## config.mk

```make
export PLATFORM = sky130hd
export DESIGN_NAME = fetch_ctrl
export DESIGN_NICKNAME = d
export VERILOG_FILES = /design/src/rtl/fetch_ctrl_pkg.sv /design/src/rtl/fetch_ctrl.sv
export SDC_FILE = /design/constraint.sdc
export NUM_CORES = 1
export LEC_CHECK = 0
export CAP_MARGIN = 20
export CORE_MARGIN = 2
export CORE_UTILIZATION = 39
export CTS_CLUSTER_SIZE = 30
export DETAILED_ROUTE_END_ITERATION = 8
export PLACE_DENSITY = 0.72
export SYNTH_ARGS = -nofsm -noshare
export SYNTH_HDL_FRONTEND = slang
export SYNTH_SLANG_ARGS = --single-unit
```

## constraint.sdc

```tcl
create_clock -name clk -period 3.01 [get_ports clk]
set_input_delay 0.602 -clock clk [delete_from_list [all_inputs] [get_ports clk]]
set_output_delay 0.602 -clock clk [all_outputs]
set_load 0.01 [all_outputs]
```

## src/rtl/fetch_ctrl_pkg.sv

```systemverilog
// fetch_ctrl_pkg: fetch controller state encodings and the NOP instruction constant
package fetch_ctrl_pkg;

    typedef enum logic [1:0] {
        FETCH_IDLE = 2'd0,
        FETCH_REQ  = 2'd1,
        FETCH_WAIT = 2'd2,
        FETCH_OUT  = 2'd3
    } fetch_state_t;

    localparam logic [31:0] NOP_INSTR = 32'h0000_0013;

endpackage

```

## src/rtl/fetch_ctrl.sv

```systemverilog
// fetch_ctrl: single-outstanding instruction fetch with stale-response drop and PC enable
module fetch_ctrl
    import fetch_ctrl_pkg::*;
#(
    parameter int               WIDTH = 32,
    parameter logic [WIDTH-1:0] NOP   = WIDTH'(NOP_INSTR)
) (
    input  logic             clk,
    input  logic             reset,
    input  logic [WIDTH-1:0] pc,
    input  logic             redirect,
    input  logic             stall_d,
    output logic             mem_req,
    output logic [WIDTH-1:0] mem_addr,
    input  logic             mem_ack,
    input  logic             mem_rvalid,
    input  logic [WIDTH-1:0] mem_rdata,
    output logic             pc_en,
    output logic             instr_valid,
    output logic [WIDTH-1:0] instr,
    output logic [WIDTH-1:0] instr_pc
);

    fetch_state_t     state, state_nxt;
    logic             drop, drop_nxt;
    logic             held;
    logic [WIDTH-1:0] addr_q;
    logic             capture, consume;

    // The first REQ cycle presents pc directly so a PC updated on the
    // preceding edge is fetched; later REQ cycles replay the captured copy.
    assign mem_req  = state == FETCH_REQ;
    assign mem_addr = (mem_req && !held) ? pc : addr_q;
    assign pc_en    = (state == FETCH_OUT && !stall_d) || redirect;

    // Next-state, drop-flag and output-buffer control decisions
    always_comb begin
        state_nxt = state;
        drop_nxt  = drop;
        capture   = 1'b0;
        consume   = 1'b0;
        case (state)
            FETCH_IDLE: state_nxt = FETCH_REQ;
            FETCH_REQ: begin
                drop_nxt  = drop | redirect;
                state_nxt = mem_ack ? FETCH_WAIT : FETCH_REQ;
            end
            FETCH_WAIT: begin
                drop_nxt  = mem_rvalid ? 1'b0 : (drop | redirect);
                capture   = mem_rvalid && !drop && !redirect;
                state_nxt = !mem_rvalid ? FETCH_WAIT : (capture ? FETCH_OUT : FETCH_REQ);
            end
            FETCH_OUT: begin
                consume   = redirect || !stall_d;
                state_nxt = consume ? FETCH_REQ : FETCH_OUT;
            end
            default: state_nxt = FETCH_IDLE;
        endcase
    end

    // FSM state, stale flag and the held request address
    always_ff @(posedge clk or negedge reset) begin
        if (!reset) begin
            state  <= FETCH_IDLE;
            drop   <= 1'b0;
            held   <= 1'b0;
            addr_q <= '0;
        end else begin
            state <= state_nxt;
            drop  <= drop_nxt;
            held  <= mem_req && !mem_ack;
            if (mem_req)
                addr_q <= mem_addr;
        end
    end

    // Output buffer: load on a live response, return to NOP when consumed
    always_ff @(posedge clk or negedge reset) begin
        if (!reset) begin
            instr_valid <= 1'b0;
            instr       <= NOP;
            instr_pc    <= '0;
        end else if (capture) begin
            instr_valid <= 1'b1;
            instr       <= mem_rdata;
            instr_pc    <= mem_addr;
        end else if (consume) begin
            instr_valid <= 1'b0;
            instr       <= NOP;
        end
    end

endmodule

```

# Yosys cells after proc, flatten, opt, wreduce, memory -nomap -nowiden
# Index checks and enable logic that the tools add are counted.
[word_totals] reg_bits=101 in_bits=70 output_inout_bits=99 word_cells=40
[classes] n_eq_ne=3 n_mux=14 n_bitwise=1 n_reduce_logical=15
[op_table] cell="$mux W32" n=3
[op_table] cell="$mux W2" n=4
[op_table] cell="$pmux W2 S4" n=1
[op_table] cell="$logic_and A1 B1 Y1" n=5
[op_table] cell="$logic_not A1 Y1" n=5
[op_table] cell="$mux W1" n=5
[op_table] cell="$eq A2 B2 Y1 const B" n=2
[op_table] cell="$reduce_bool A2 Y1" n=2
[op_table] cell="$eq A2 B1 Y1 const B" n=1
[op_table] cell="$logic_not A2 Y1" n=1
[op_table] cell="$logic_or A1 B1 Y1" n=2
[op_table] cell="$pmux W1 S2" n=1
[op_table] cell="$or A1 B1 Y1" n=1

# Longest topological paths before layout
[depth] word_depth=6 ltp_mapped=8 mapped_depth_nobuf=5

# Least setup slack after synthesis
# Ideal clock, no wire load.
[synth_timing] kind="flip-flop to output port" from="register state[1]" to="output mem_addr[10]" t_arrival_ps=1364 required_time_ps=2408 path_slack_ps=1044 path_stages_with_launch=7 path_cell_list="dfrtp_1 > inv_1 > ha_1 > nand2b_1 > buf_6 > buf_12 > mux2_4"
[synth_between] elab_chain_cells=3
[synth_rtl] item="from (decl)" line_no="fetch_ctrl.sv:24" source="fetch_state_t state, state_nxt;"
[synth_rtl] item="from (signal assigned)" line_no="fetch_ctrl.sv:69" source="state <= state_nxt;"
[synth_rtl] item="$eq A2 B1 Y1" line_no="fetch_ctrl.sv:32" source="assign mem_req = state == FETCH_REQ;"
[synth_rtl] item="named net mem_req" line_no="fetch_ctrl.sv:13" source="output logic mem_req,"
[synth_rtl] item="$logic_and A1 B1 Y1" line_no="fetch_ctrl.sv:33" source="assign mem_addr = (mem_req && !held) ? pc : addr_q;"
[synth_rtl] item="$mux W32" line_no="fetch_ctrl.sv:33"
[synth_rtl] item="to (decl)" line_no="fetch_ctrl.sv:14" source="output logic [WIDTH-1:0] mem_addr,"
# The timed path passes the listed nets, and every way through them passes these cells.

# Worst setup path after layout
[layout_timing] from="register state[1]" to="output mem_addr[3]"
[layout_between] elab_chain_cells=3
[layout_rtl] item="$eq A2 B1 Y1" line_no="fetch_ctrl.sv:32"
[layout_rtl] item="$logic_and A1 B1 Y1" line_no="fetch_ctrl.sv:33"
[layout_rtl] item="$mux W32" line_no="fetch_ctrl.sv:33"
# No other way between the ends.

==> metrics.csv <==
metric;value;unit
Worst path top cell family by delay;buffers and inverters;
Max Slew Vio Count;0;
Yosys cell types;26;
Post-Place Cells;570;
share of cells above drive strength 1;28.5;%
post-CTS setup buffers;0;
proportion of synthesized area in mux cells;28.7;%
gr usage total;15.7;%
PwrDens;1010;nW/µm²
Post-CTS Resized;0;
Final Instance Area;6610;µm²
max_cap viols;0;
fin util;60.4;%
final setup vio count;0;
WP data arrival;2.27;ns
LEAKAGE;2.95;nW
syn nets;345;
post-synthesis sequential area ratio;57.2;%
CTS Hold Bufs;0;
leading cell type in the layout, fill and taps excluded;clkdlybuf4s50_1;
minimum clock period;2.88;ns
crit path max fanout;40;
CTS Buf Count;9;
worst reg-to-reg path cell count;5;
R2R setup slack;1.05;ns
Post-Synth Adder-Cell Area;1.13;%
Die H;111;µm
commonest cells after routing, fill and taps aside;clkdlybuf4s50_1 (167), dfrtp_1 (98), mux2_4 (50), mux2_2 (46), a22o_1 (29);
Vias/cell;4.98;
Max stage delay cell, worst path;clkdlybuf4s50_1;
ANT nets after route;0;
Starting DRT DRC Count;91;
xor/xnor cell area share of the yosys netlist;0;%
Worst Tran Pin Value;0.645;ns
Core Footprint;10900;µm²
Syn Area/Cell;16.3;µm²
Longest Clk Path Bufs;2;
htree depth;3;
root buf cell;clkbuf_16;
Crit. End Element;primary output;
input/output buffers;168;
ordered cell list for the critical path;inv_1 > ha_1 > nand2b_4 > buf_12 > mux2_2 > clkdlybuf4s50_1;
drt total wl;9.44;mm
Final Hold Fails;0;
Worst R2R End;instr_pc[3];
clock latency on the worst-skew pair;0.34;ns
Clk pin slew, worst setup/hold paths;0.07;ns
row cnt;38;
Fill cells;871;
Layout Skew;0.00851;ns
multi-input combinational cell area;1740;µm²
vias in the first global route;3059;
Syn Inst Count;271;
Ys Warns;0;
Final nets;515;
Die ar.;12200;µm²
post-synthesis compound-gate area fraction;8.05;%
DR vias;2918;
CP max stage delay;0.48;ns
largest family of logic cells by synthesized area;multiplexers;
global-route wire length before repair;15.4;mm
clk sink count;101;
hpwl dp;6.81;mm
Yosys reg bits;101;
Slew HR;57.0;%
Die Span X;111;µm
Netlist Area Pre-Place;4430;µm²
post-route clock period utilization;95.6;%
I/O Pins;169;
RSZ-0062 raised after global routing;no;
f_max;348;MHz
Remaining DRCs;0;
crit path buf inv count;3;
status;finished, final reports clean;
sequential cell area;2530;µm²
DRT Pass-1 Iters;4;
FF-to-FF Start;state[0];
dpl cell area;6250;µm²
Hold Path Class;input port to asynchronous set/reset pin;
starting density of the core;40.5;%
global placement routability congestion;0.712;
crit path kind;flip-flop to primary output;
crit start category;flip-flop;
WP data required;2.41;ns
grt ovf;0;
WL/cell;16.1;µm
total negative slack;0;ns
Design Power;0.00669;W
initial antenna violation count;0;
Post-Layout Cell Count;586;
CTS tree;yes;
ANT cells;0;
largest net degree at the start of global routing;53;
Simple-Gate Fraction of Synth Area;1.22;%
Area Overhead vs Synth;49.2;%
Worst IR Drop VDD;0.511;mV
report_power, final:
group / internal, W / total (W) / switching (W) / leakage, nW
Sequential: 0.00185 / 0.00211 / 0.000254 / 1.31
Combinational: 0.00207 / 0.00323 / 0.00116 / 1.47
Clock: 0.000859 / 0.00135 / 0.000490 / 0.172
Total: 0.00478 / 0.00669 / 0.00191 / 2.95
cells in the mapped netlist:
| library cell | number | area share, % |
|---|---|---|
| a2111o_1 | 1 | 0.25 |
| a21o_1 | 3 | 0.51 |
| a21oi_1 | 1 | 0.11 |
| a21oi_4 | 1 | 0.37 |
| a222oi_1 | 1 | 0.23 |
| a22o_1 | 29 | 5.7 |
| a31oi_1 | 1 | 0.14 |
| and4bb_1 | 1 | 0.28 |
| buf_12 | 2 | 0.90 |
| buf_2 | 6 | 0.68 |
| buf_4 | 2 | 0.34 |
| buf_6 | 6 | 1.5 |
| clkbuf_1 | 1 | 0.085 |
| dfrtp_1 | 98 | 55 |
| dfstp_2 | 3 | 1.8 |
| ha_1 | 4 | 1.1 |
| inv_1 | 3 | 0.25 |
| mux2_2 | 46 | 12 |
| mux2_4 | 50 | 17 |
| nand2_1 | 1 | 0.085 |
| nand2b_1 | 2 | 0.28 |
| nand3_1 | 1 | 0.11 |
| nor2_1 | 2 | 0.17 |
| nor2b_1 | 2 | 0.28 |
| o21ai_0 | 1 | 0.11 |
| o22a_1 | 3 | 0.59 |
worst register-to-register path, cell delays in order, from the launching register on:
cell and delay [ns]:
dfrtp_1 0.40, inv_1 0.09, ha_1 0.25, and4bb_4 0.45
buf_12 0.26, mux2_2 0.38
cell families after synthesis:
group | Yosys count
buf+inv | 20
simple gates | 9
mux | 96
fa+ha+maj | 4
flops | 101
compound gates | 41
stage by stage:
stage               worst slack [ns]  hold slack (ns)
floorplan                       1.04            0.306
global placement               0.533            0.470
detailed placement             0.490            0.482
CTS                            0.113            0.294
global route                  0.0413            0.327
finish                         0.134            0.282
how the worst max path moves through the flow:
stage               slack [ns]           end      from  depth (start not counted)
detailed placement        0.49   mem_addr[3]  state[1]                          6
global placement          0.53  mem_addr[31]  state[1]                          6
floorplan                 1.04  mem_addr[10]  state[1]                          6
global route              0.04   mem_addr[3]  state[0]                          5
finish                    0.13   mem_addr[3]  state[1]                          6
CTS                       0.11   mem_addr[3]  state[1]                          6
sequential cells by signal, summed over array words and instances (netlist names):
name / flops
state: 2
held: 1
instr_pc: 32
instr_valid: 1
addr_q: 32
drop: 1
instr: 32
final cells by class:
type / count / share of cell area [%]
clock buffer: 11 / 3.83
clock inverter: 5 / 1.61
inverter: 3 / 0.170
multi-input combinational: 150 / 26.3
sequential: 101 / 38.3
tap: 140 / 2.65
timing repair buffer: 176 / 27.1
per-layer routing:
metal | vias to the layer above | share of wire, % | global-route usage [%]
met5 | - | 0 | 0
met4 | 0 | 1.4 | 6.25
met3 | 9 | 8.5 | 5.10
met2 | 137 | 44 | 23.9
met1 | 1444 | 46 | 20.8
li1 | 1328 | - | -
Note: power is estimated with default switching activity, not from simulation.
